--- src/rtl/mult_share_ctrl_if.sv ---
// Requester, result and multiplier-side signals of the shared-multiplier controller.
// The controller attaches through the slave modport; the surrounding system uses master.
interface mult_share_ctrl_if #(
  parameter int NREQ = 4,
  parameter int IDW  = 2
);
  logic [NREQ-1:0]    req_valid;
  logic [NREQ-1:0]    req_ready;
  logic [16*NREQ-1:0] req_a;
  logic [16*NREQ-1:0] req_b;
  logic [15:0]        mul_a;
  logic [15:0]        mul_b;
  logic [31:0]        mul_p;
  logic               res_valid;
  logic               res_ready;
  logic [31:0]        res_p;
  logic [IDW-1:0]     res_id;
  logic               busy;

  modport master (
    output req_valid, req_a, req_b, res_ready, mul_p,
    input  req_ready, mul_a, mul_b, res_valid, res_p, res_id, busy
  );

  modport slave (
    input  req_valid, req_a, req_b, res_ready, mul_p,
    output req_ready, mul_a, mul_b, res_valid, res_p, res_id, busy
  );
endinterface

--- src/rtl/mult_share_ctrl.sv ---
// Round-robin time-sharing controller for one combinational 16x16 multiplier.
// The winner's operands sit in registers for MC_CYCLES cycles before the product is captured.
module mult_share_ctrl #(
  parameter int NREQ      = 4,
  parameter int MC_CYCLES = 2,
  parameter int IDW       = 2
) (
  input  logic             clk,
  input  logic             rst,
  mult_share_ctrl_if.slave bus
);
  localparam int CW = (MC_CYCLES > 1) ? $clog2(MC_CYCLES) : 1;

  typedef enum logic [1:0] {
    ST_IDLE = 2'd0,
    ST_WAIT = 2'd1,
    ST_DONE = 2'd2
  } state_t;

  state_t          state_r;
  state_t          state_next_s;
  logic [IDW-1:0]  rr_ptr_r;
  logic [IDW-1:0]  res_id_r;
  logic [IDW-1:0]  grant_idx_s;
  logic [IDW-1:0]  next_ptr_s;
  logic [IDW:0]    off_s;
  logic [IDW:0]    best_off_s;
  logic [CW-1:0]   cnt_r;
  logic [15:0]     op_a_r;
  logic [15:0]     op_b_r;
  logic [15:0]     grant_a_s;
  logic [15:0]     grant_b_s;
  logic [31:0]     res_p_r;
  logic            res_valid_r;
  logic            grant_found_s;
  logic            accept_s;
  logic            sample_s;
  logic            release_s;
  logic [NREQ-1:0] req_ready_s;

  // Winner = valid requester at the smallest circular distance from rr_ptr.
  always_comb begin
    grant_found_s = 1'b0;
    grant_idx_s   = '0;
    grant_a_s     = 16'h0000;
    grant_b_s     = 16'h0000;
    best_off_s    = (IDW+1)'(NREQ);
    off_s         = '0;
    for (int i = 0; i < NREQ; i++) begin
      off_s = (IDW+1)'(i) + (IDW+1)'(NREQ) - {1'b0, rr_ptr_r};
      off_s = (off_s >= (IDW+1)'(NREQ)) ? (off_s - (IDW+1)'(NREQ)) : off_s;
      if (bus.req_valid[i] && (off_s < best_off_s)) begin
        grant_found_s = 1'b1;
        best_off_s    = off_s;
        grant_idx_s   = IDW'(i);
        grant_a_s     = bus.req_a[16*i +: 16];
        grant_b_s     = bus.req_b[16*i +: 16];
      end else begin
        best_off_s = best_off_s;
      end
    end
    next_ptr_s = (grant_idx_s == IDW'(NREQ-1)) ? '0 : (grant_idx_s + 1'b1);
  end

  // Next-state and handshake decode.
  always_comb begin
    state_next_s = state_r;
    req_ready_s  = '0;
    accept_s     = 1'b0;
    sample_s     = 1'b0;
    release_s    = 1'b0;
    case (state_r)
      ST_IDLE: begin
        // Grant is masked while reset is held so no ready leaks during reset.
        if (grant_found_s && !rst) begin
          req_ready_s  = {{(NREQ-1){1'b0}}, 1'b1} << grant_idx_s;
          accept_s     = 1'b1;
          state_next_s = ST_WAIT;
        end else begin
          state_next_s = ST_IDLE;
        end
      end
      ST_WAIT: begin
        if (cnt_r == '0) begin
          sample_s     = 1'b1;
          state_next_s = ST_DONE;
        end else begin
          state_next_s = ST_WAIT;
        end
      end
      ST_DONE: begin
        if (bus.res_ready) begin
          release_s    = 1'b1;
          state_next_s = ST_IDLE;
        end else begin
          state_next_s = ST_DONE;
        end
      end
      default: begin
        state_next_s = ST_IDLE;
      end
    endcase
  end

  // State register.
  always_ff @(posedge clk or posedge rst) begin
    if (rst) begin
      state_r <= ST_IDLE;
    end else begin
      state_r <= state_next_s;
    end
  end

  // Operand hold, multicycle counter, round-robin pointer and result registers.
  always_ff @(posedge clk or posedge rst) begin
    if (rst) begin
      rr_ptr_r    <= '0;
      op_a_r      <= 16'h0000;
      op_b_r      <= 16'h0000;
      cnt_r       <= '0;
      res_p_r     <= 32'h0000_0000;
      res_id_r    <= '0;
      res_valid_r <= 1'b0;
    end else begin
      if (accept_s) begin
        op_a_r   <= grant_a_s;
        op_b_r   <= grant_b_s;
        res_id_r <= grant_idx_s;
        rr_ptr_r <= next_ptr_s;
        cnt_r    <= CW'(MC_CYCLES - 1);
      end else if ((state_r == ST_WAIT) && (cnt_r != '0)) begin
        cnt_r <= cnt_r - 1'b1;
      end
      if (sample_s) begin
        res_p_r     <= bus.mul_p;
        res_valid_r <= 1'b1;
      end else if (release_s) begin
        res_valid_r <= 1'b0;
      end
    end
  end

  assign bus.req_ready = req_ready_s;
  assign bus.mul_a     = op_a_r;
  assign bus.mul_b     = op_b_r;
  assign bus.res_valid = res_valid_r;
  assign bus.res_p     = res_p_r;
  assign bus.res_id    = res_id_r;
  assign bus.busy      = (state_r != ST_IDLE);
endmodule

--- src/flat_wrapper.sv ---
// flat-port wrapper written by rule: the top's interface ports become plain ports
module mult_share_ctrl_flat 
#(
  parameter int NREQ      = 4,
  parameter int MC_CYCLES = 2,
  parameter int IDW       = 2
)
  (clk, rst, bus_req_valid, bus_req_a, bus_req_b, bus_res_ready, bus_mul_p, bus_req_ready, bus_mul_a, bus_mul_b, bus_res_valid, bus_res_p, bus_res_id, bus_busy);
  mult_share_ctrl_if #(.NREQ(NREQ), .IDW(IDW)) bus_i ();
  input  logic clk;
  input  logic rst;
  input wire logic [$bits(bus_i.req_valid)-1:0] bus_req_valid;
  input wire logic [$bits(bus_i.req_a)-1:0] bus_req_a;
  input wire logic [$bits(bus_i.req_b)-1:0] bus_req_b;
  input wire logic [$bits(bus_i.res_ready)-1:0] bus_res_ready;
  input wire logic [$bits(bus_i.mul_p)-1:0] bus_mul_p;
  output wire logic [$bits(bus_i.req_ready)-1:0] bus_req_ready;
  output wire logic [$bits(bus_i.mul_a)-1:0] bus_mul_a;
  output wire logic [$bits(bus_i.mul_b)-1:0] bus_mul_b;
  output wire logic [$bits(bus_i.res_valid)-1:0] bus_res_valid;
  output wire logic [$bits(bus_i.res_p)-1:0] bus_res_p;
  output wire logic [$bits(bus_i.res_id)-1:0] bus_res_id;
  output wire logic [$bits(bus_i.busy)-1:0] bus_busy;
  assign bus_i.req_valid = bus_req_valid;
  assign bus_i.req_a = bus_req_a;
  assign bus_i.req_b = bus_req_b;
  assign bus_i.res_ready = bus_res_ready;
  assign bus_i.mul_p = bus_mul_p;
  assign bus_req_ready = bus_i.req_ready;
  assign bus_mul_a = bus_i.mul_a;
  assign bus_mul_b = bus_i.mul_b;
  assign bus_res_valid = bus_i.res_valid;
  assign bus_res_p = bus_i.res_p;
  assign bus_res_id = bus_i.res_id;
  assign bus_busy = bus_i.busy;
  mult_share_ctrl #(.NREQ(NREQ), .MC_CYCLES(MC_CYCLES), .IDW(IDW)) u_core (.clk(clk), .rst(rst), .bus(bus_i));
endmodule
--- config.mk ---
export PLATFORM = sky130hd
export DESIGN_NAME = mult_share_ctrl_flat
export DESIGN_NICKNAME = d
export VERILOG_FILES = /design/src/rtl/mult_share_ctrl_if.sv /design/src/rtl/mult_share_ctrl.sv /design/src/flat_wrapper.sv
export SDC_FILE = /design/constraint.sdc
export NUM_CORES = 1
export LEC_CHECK = 0
export CORE_MARGIN = 1
export CORE_UTILIZATION = 43
export CTS_CLUSTER_DIAMETER = 120
export DETAILED_ROUTE_END_ITERATION = 8
export HOLD_SLACK_MARGIN = 0.02
export PLACE_DENSITY = 0.95
export SLEW_MARGIN = 20
export SYNTH_ARGS = -nofsm -noshare
export SYNTH_HDL_FRONTEND = slang
export SYNTH_SLANG_ARGS = --single-unit
--- constraint.sdc ---
create_clock -name clk -period 9.62 [get_ports clk]
set_clock_uncertainty 0.15 [all_clocks]
set_input_delay 0.962 -clock clk [delete_from_list [all_inputs] [get_ports clk]]
set_output_delay 0.962 -clock clk [all_outputs]
set_load 0.02 [all_outputs]
==> results of run 1 <==
layout by cell type (no fill, tap or decap), types with 2 or more instances in the layout:
cell / Yosys / layout
o22ai_1: 2 / 2
nor2_1: 70 / 69
nand2_1: 9 / 9
a21oi_4: 0 / 2
o21ai_1: 33 / 33
ha_1: 11 / 11
clkdlybuf4s50_1: 0 / 238
o211ai_1: 33 / 33
mux2_2: 3 / 3
dfrtp_1: 72 / 72
nand2b_1: 4 / 4
nor3_1: 2 / 2
inv_6: 0 / 3
inv_2: 1 / 2
and2_1: 5 / 5
inv_1: 12 / 11
a31oi_1: 65 / 65
mux2_1: 30 / 30
bufinv_16: 0 / 2
o21bai_1: 2 / 2
buf_4: 0 / 8
clkbuf_8: 0 / 9
nand3_1: 64 / 64
o21ai_0: 2 / 2
a21o_1: 4 / 3
clkinvlp_4: 0 / 2
power by group:
| group | total [uW] | internal (uW) | switching [uW] |
|---|---|---|---|
| sequential | 559 | 463 | 95.8 |
| combinational | 1720 | 721 | 996 |
| clock | 274 | 149 | 125 |
layer usage:
layer	vias to the layer above	global-route usage [%]	wire length (um)
met5	-	0	0
met4	0	10.9	487
met3	56	6.85	1490
met2	306	51.0	8110
met1	2272	35.1	5600
li1	2225	-	-
registers in the layout, summed over array words and instances (netlist names):
name	flops
u_core.bus.mul_a	16
u_core.bus.mul_b	16
u_core.bus.res_id	2
u_core.bus.res_p	32
u_core.bus.res_valid	1
u_core.cnt_r	1
u_core.rr_ptr_r	2
u_core.state_r	2
path summary, 6_finish.rpt:
check / startpoint / to / slack, ns / depth (start not counted)
min in group asynchronous: rst / u_core.bus.mul_b[10]$_DFFE_PP0P_ / 0.93 / 2
setup / recovery: bus_req_valid[0] / bus_req_ready[2] / 2.18 / 17
setup reg to reg: u_core.rr_ptr_r[0]$_DFFE_PP0P_ / u_core.bus.mul_b[14]$_DFFE_PP0P_ / 3.69 / 20
hold / removal: u_core.bus.res_p[11]$_DFFE_PP0P_ / u_core.bus.res_p[11]$_DFFE_PP0P_ / 0.34 / 1
max in group asynchronous: rst / u_core.bus.res_p[2]$_DFFE_PP0P_ / 7.38 / 3
hold reg to reg: u_core.bus.res_p[11]$_DFFE_PP0P_ / u_core.bus.res_p[11]$_DFFE_PP0P_ / 0.34 / 1
area by class of cell:
| class | count | area (sq um) |
|---|---|---|
| multi-input combinational | 357 | 2320 |
| fill | 726 | 2770 |
| inverter | 13 | 48.8 |
| clock inverter | 7 | 101 |
| sequential | 72 | 1800 |
| tap | 133 | 166 |
| timing repair buffer | 246 | 2440 |
| clock buffer | 9 | 124 |
cells in the mapped netlist (all sizes together), types with 4 or more instances:
master | n | area share (%)
a21oi | 4 | 0.72
a31oi | 65 | 9.3
nand3 | 64 | 7.4
nand2b | 4 | 0.57
dfrtp | 72 | 41
mux2 | 33 | 8.5
a21o | 4 | 0.69
nand2 | 9 | 0.78
o211ai | 33 | 5.7
ha | 11 | 3.2
and2 | 5 | 0.72
inv | 13 | 1.1
nor2 | 70 | 6.0
o21ai | 35 | 4.0
buf | 15 | 2.7
clkbuf | 33 | 2.8
cells by family (layout without fill, tap and decap cells):
group / count (synthesis) / in the layout / synth area share (%)
buf+inv: 61 / 275 / 6.69
fa+ha+maj: 11 / 11 / 3.16
mux: 33 / 33 / 8.53
simple gates: 160 / 160 / 17.0
flops: 72 / 72 / 41.4
compound gates: 153 / 153 / 23.3
per-stage QoR:
step	hold WS (ns)	instances	utilization [%]	power, uW
6_report	0.342	837	71.6	2550
5_1_grt	0.359	837	71.6	2730
4_1_cts	0.345	837	71.6	2540
3_5_place_dp	0.324	821	69.3	2260
3_3_place_gp	0.317	821	69.2	2180
2_1_floorplan	0.322	490	-	1660
critical path: cells and delay by family:
kind	cells	cell delay [ns]
multiplexers	1	0.35
AO/OA/AOI/OAI	3	1.15
buffers and inverters	4	1.85
AND/OR/NAND/NOR	6	1.00
adder cells (fa/ha/maj)	3	1.01
==> metrics.md, run 1 <==
| Metric | Value |
|---|---|
| Outcome | `complete, no violations` |
| CTS tree | `done` |
| Slew headroom | `24.7%` |
| Synth Instances | `490` |
| Antenna Cells | `0` |
| Setup TNS | `0 ns` |
| Via density | `5.81` |
| Detailed placement HPWL | `11600 um` |
| Pwr Density | `364 nW/um^2` |
| Initial Util | `44.6%` |
| Total congestion overflow | `0` |
| Final Cycle Share | `77.4%` |
| Max incr delay on CP | `0.76 ns` |
| Ys Warns | `0` |
| Max cap viols | `0` |
| Row count | `36` |
| Post-route cell area | `7000 sq um` |
| Seq cells post-synth | `72` |
| Seq/Total Area, Yosys | `41.4%` |
| Root buf cell | `clkbuf_8` |
| Netlist cell types | `38` |
| H-tree levels | `3` |
| Critical Path Fanout Max | `36` |
| RSZ-0062 raised after global routing | `no` |
| CTS clock-pin slew for the worst setup and hold paths | `0.09 ns` |
| Core Area | `9770 sq um` |
| Largest net degree at the start of global routing | `72` |
| CP Data Arrival Time | `6.33 ns` |
| Clock buffer depth | `2` |
| Share of cells above drive strength 1 | `6.25%` |
| Max frequency | `134 MHz` |
| Async S/R FF share, synth | `100%` |
| Fin crit period | `7.44 ns` |
| TritonCTS sink count | `72` |
| Post-synth top flop | `dfrtp_1` |
| Mean area per synthesized cell | `8.89 sq um` |
| Area after DPL | `6770 sq um` |
| Crit path top cell by count | `ha_1` |
| Initial antenna violation count | `0` |
| CP endpoint kind | `output port` |
| Total track usage | `29.3%` |
| Drt wl/cell | `18.7 um` |
| Cell area after synthesis | `4360 sq um` |
| CP cell instances | `clkdlybuf4s50_1 > and2_1 > buf_4 > ha_1 > a21oi_4 > and3_2 > nor2_1 > ha_1 > nand2_1 > o2111ai_4 > mux2_1 > ha_1 > a211o_1 > buf_4 > nand2_1 > nor3_1 > clkdlybuf4s50_1` |
| Drt total wl | `15700 um` |
| Setup WS pre-CTS | `1.94 ns` |
| Tightest Pin Transition | `1.13 ns` |
| EDFF count, synth | `0` |
| DRC viols | `0` |
| Initial drt markers | `405` |
| Syn nets | `668` |
| Gp weighted congestion | `0.971` |
| Io pins | `239` |
| # resized after CTS | `0` |
| Critical path class | `in -> out` |
| Worst-Skew Late Latency | `0.33 ns` |
| Maximum VDD drop | `0.272 mV` |
| Setup crit start kind | `input pin` |
| First-pass GRT wire length | `23500 um` |
| Fin. max-slew vios | `0` |
| Die Height | `103 um` |
| Die ar. | `10500 sq um` |
| HP Class | `reg -> reg` |
| Final nets | `877` |
| Worst setup margin | `2.18 ns` |
| Area delta synth->final | `60.7%` |
| Antenna Nets Post-Route | `0` |
| Port bufs | `238` |
| Post-CTS Hold Fix Bufs | `0` |
| # Post-CTS Setup Buffers | `0` |
| Critical Path RT | `8.51 ns` |
| Vias in the first global route | `4632` |
| CTS buffer count | `9` |
| # setup viols final | `0` |
| CP max-delay cell | `a21oi_4` |
| Fin. Hold Viols | `0` |
| DRT Pass-1 Iters | `6` |
| Die width | `103 um` |
| LEAKAGE | `0.00272 uW` |
| DR vias | `4859` |
No activity file was read; power rests on OpenSTA's default activity.
==> inputs of run 2 (changes only) <==
--- a/config.mk
+++ b/config.mk
@@ -6,11 +6,11 @@
 export NUM_CORES = 1
 export LEC_CHECK = 0
 export CORE_MARGIN = 1
-export CORE_UTILIZATION = 43
+export CORE_UTILIZATION = 40
 export CTS_CLUSTER_DIAMETER = 120
 export DETAILED_ROUTE_END_ITERATION = 8
 export HOLD_SLACK_MARGIN = 0.02
-export PLACE_DENSITY = 0.95
+export PLACE_DENSITY = 0.89
 export SLEW_MARGIN = 20
 export SYNTH_ARGS = -nofsm -noshare
 export SYNTH_HDL_FRONTEND = slang
==> constraint.sdc (replaced) <==
create_clock -name clk -period 7.2 [get_ports clk]
set_clock_uncertainty 0.15 [all_clocks]
set_input_delay 0.72 -clock clk [delete_from_list [all_inputs] [get_ports clk]]
set_output_delay 0.72 -clock clk [all_outputs]
set_load 0.02 [all_outputs]
==> run 2 against run 1 <==
Against the previous run:
- clock-buffer cell count rose by 1
- routed wire length rose by 3.1%
- final area fell by 0.46%
- highest routed layer unchanged
==> metrics.md, run 2 (synthesized netlist as in run 1, its figures left out) <==
| Metric | Value |
|---|---|
| R2R Path Start | `u_core.rr_ptr_r[0]$_DFFE_PP0P_` |
| Worst hold start | `u_core.bus.res_p[2]$_DFFE_PP0P_` |
| Initial antenna violation count | `0` |
| Highest-count cells in the layout ignoring fill and taps | `238 x clkdlybuf4s50_1, 72 x dfrtp_1, 69 x nor2_1, 65 x a31oi_1, 64 x nand3_1` |
| Switching pwr | `1650 uW` |
| Drt total wl | `16200 um` |
| Final nets | `880` |
| Worst-Skew Late Latency | `0.35 ns` |
| Fin. Hold Viols | `0` |
| Final Cycle Share | `94.0%` |
| Combinational share of power | `69.3%` |
| Met3 WL | `1470 um` |
| Clock share of power | `8.7%` |
| # Post-CTS Setup Buffers | `0` |
| DRT Pass-1 Iters | `5` |
| Die width | `106 um` |
| Flop pwr share | `22.0%` |
| Top delay family on crit path | `simple AND/OR/NAND/NOR gates` |
| Int Pwr | `1720 uW` |
| Max cap viols | `0` |
| Critical Path Fanout Max | `15` |
| CTS clock-pin slew for the worst setup and hold paths | `0.08 ns` |
| HP Class | `reg -> reg` |
| DR vias | `4924` |
| Via density | `5.84` |
| Min Hold Slack | `0.338 ns` |
| Clock buffer depth | `2` |
| Final Power | `3370 uW` |
| Die Height | `106 um` |
| CP bufs+invs | `3` |
| WL met2 | `8270 um` |
| Initial Util | `41.6%` |
| # setup viols final | `0` |
| Fin crit period | `6.77 ns` |
| Non-filler instance count after layout | `843` |
| # resized after CTS | `0` |
| CP max-delay cell | `clkdlybuf4s50_1` |
| Vias in the first global route | `4886` |
| Number of flip-flops in the largest register | `32` |
| Switching Share | `49.0%` |
| Critical Path RT | `6.33 ns` |
| RSZ-0062 raised after global routing | `no` |
| H-tree levels | `3` |
| Largest net degree at the start of global routing | `70` |
| Hold path cells | `1` |
| Setup crit start kind | `register` |
| Gp weighted congestion | `0.905` |
| Pwr Density | `483 nW/um^2` |
| First-pass GRT wire length | `24500 um` |
| DRC viols | `0` |
| Root buf cell | `clkbuf_8` |
| Area delta synth->final | `59.9%` |
| CP cell instances | `inv_1 > ha_1 > nand2b_1 > and2_1 > ha_1 > nand2_1 > a21o_1 > and3_2 > nor2_1 > ha_1 > nand2_1 > o2111ai_4 > mux2_1 > ha_1 > a211o_2 > and3_4 > inv_2 > ha_1 > and2_1 > clkdlybuf4s50_1` |
| WP depth | `20` |
| Antenna Nets Post-Route | `0` |
| LEAKAGE | `0.00270 uW` |
| Worst Setup SP | `u_core.rr_ptr_r[0]$_DFFE_PP0P_` |
| Die ar. | `11300 sq um` |
| Max frequency | `148 MHz` |
| CP Data Arrival Time | `5.90 ns` |
| Total congestion overflow | `0` |
| Worst r2r path cells | `19` |
| Initial drt markers | `376` |
| Detailed placement HPWL | `11900 um` |
| Io pins | `239` |
| Drt wl/cell | `19.2 um` |
| Post-CTS Hold Fix Bufs | `0` |
| M1 wire length | `5840 um` |
| Critical path class | `reg -> out` |
| TritonCTS sink count | `72` |
| CTS buffer count | `9` |
| Max incr delay on CP | `0.61 ns` |
| Fin. max-slew vios | `0` |
| Share of cells above drive strength 1 | `6.65%` |
| DR top layer | `met4` |
| Total track usage | `28.2%` |
| Cells after DPL | `827` |
| Core Area | `10500 sq um` |
| Maximum VDD drop | `0.251 mV` |
| Outcome | `complete, no violations` |
| Row count | `37` |
| CTS tree | `done` |
| Antenna Cells | `0` |
| Slew headroom | `32.5%` |
| Crit path top cell by count | `ha_1` |
| Tightest Pin Transition | `1.01 ns` |
| Setup TNS | `0 ns` |
| Port bufs | `238` |
| Most common cell after layout, fill and taps aside | `clkdlybuf4s50_1` |
| CP endpoint kind | `output port` |
[run 2: changes by cell type in the layout (fill, tap and decap cells not counted)]
cell        change
inv_6           -2
clkinvlp_4      +1
clkinv_4        +1
o31a_4          -1
buf_4           +3
a211o_1         -1
bufinv_16       -2
clkbuf_1        +1
a211o_2         +1
clkinv_2        +1
o31a_2          +1
[run 2: cell type report]
type / instances / area (sq um)
Fill cell: 834 / 3490
Timing Repair Buffer: 249 / 2460
Tap cell: 136 / 170
Sequential cell: 72 / 1800
Clock inverter: 6 / 45.0
Clock buffer: 10 / 128
Inverter: 13 / 48.8
Multi-Input combinational cell: 357 / 2310
[run 2: per-layer routing]
layer | track usage (%) | vias to the layer above
met5 | 0 | -
met4 | 14.8 | 0
met3 | 6.13 | 46
met2 | 50.3 | 307
met1 | 31.3 | 2342
li1 | - | 2229
[run 2: worst paths after layout]
check,to,slack [ns]
worst max-delay path,bus_req_ready[3],0.43
worst min-delay path,u_core.bus.res_p[2]$_DFFE_PP0P_,0.34
worst max register to register,u_core.bus.mul_a[6]$_DFFE_PP0P_,1.76
worst min register to register,u_core.bus.res_p[2]$_DFFE_PP0P_,0.34
max in group asynchronous,u_core.bus.mul_a[14]$_DFFE_PP0P_,5.18
min in group asynchronous,u_core.state_r[0]$_DFF_PP0_,0.73
[run 2: power groups by stage]
stage          combinational, uW  sequential, uW  clock (uW)
4_1_cts                     2320             738         297
6_report                    2340             739         293
5_1_grt                     2510             759         313
3_5_place_dp                2310             747           0
3_3_place_gp                2230             730           0
2_1_floorplan               1250             967           0
[run 2: through the flow]
| step | setup slack (ns) | area, sq um | util (%) |
|---|---|---|---|
| 2_1_floorplan | 0.966 | 4360 | - |
| 3_3_place_gp | 0.849 | 6790 | 64.9 |
| 3_5_place_dp | 0.649 | 6790 | 64.9 |
| 4_1_cts | 0.373 | 6970 | 66.6 |
| 5_1_grt | 0.0960 | 6970 | 66.6 |
| 6_report | 0.434 | 6970 | 66.6 |
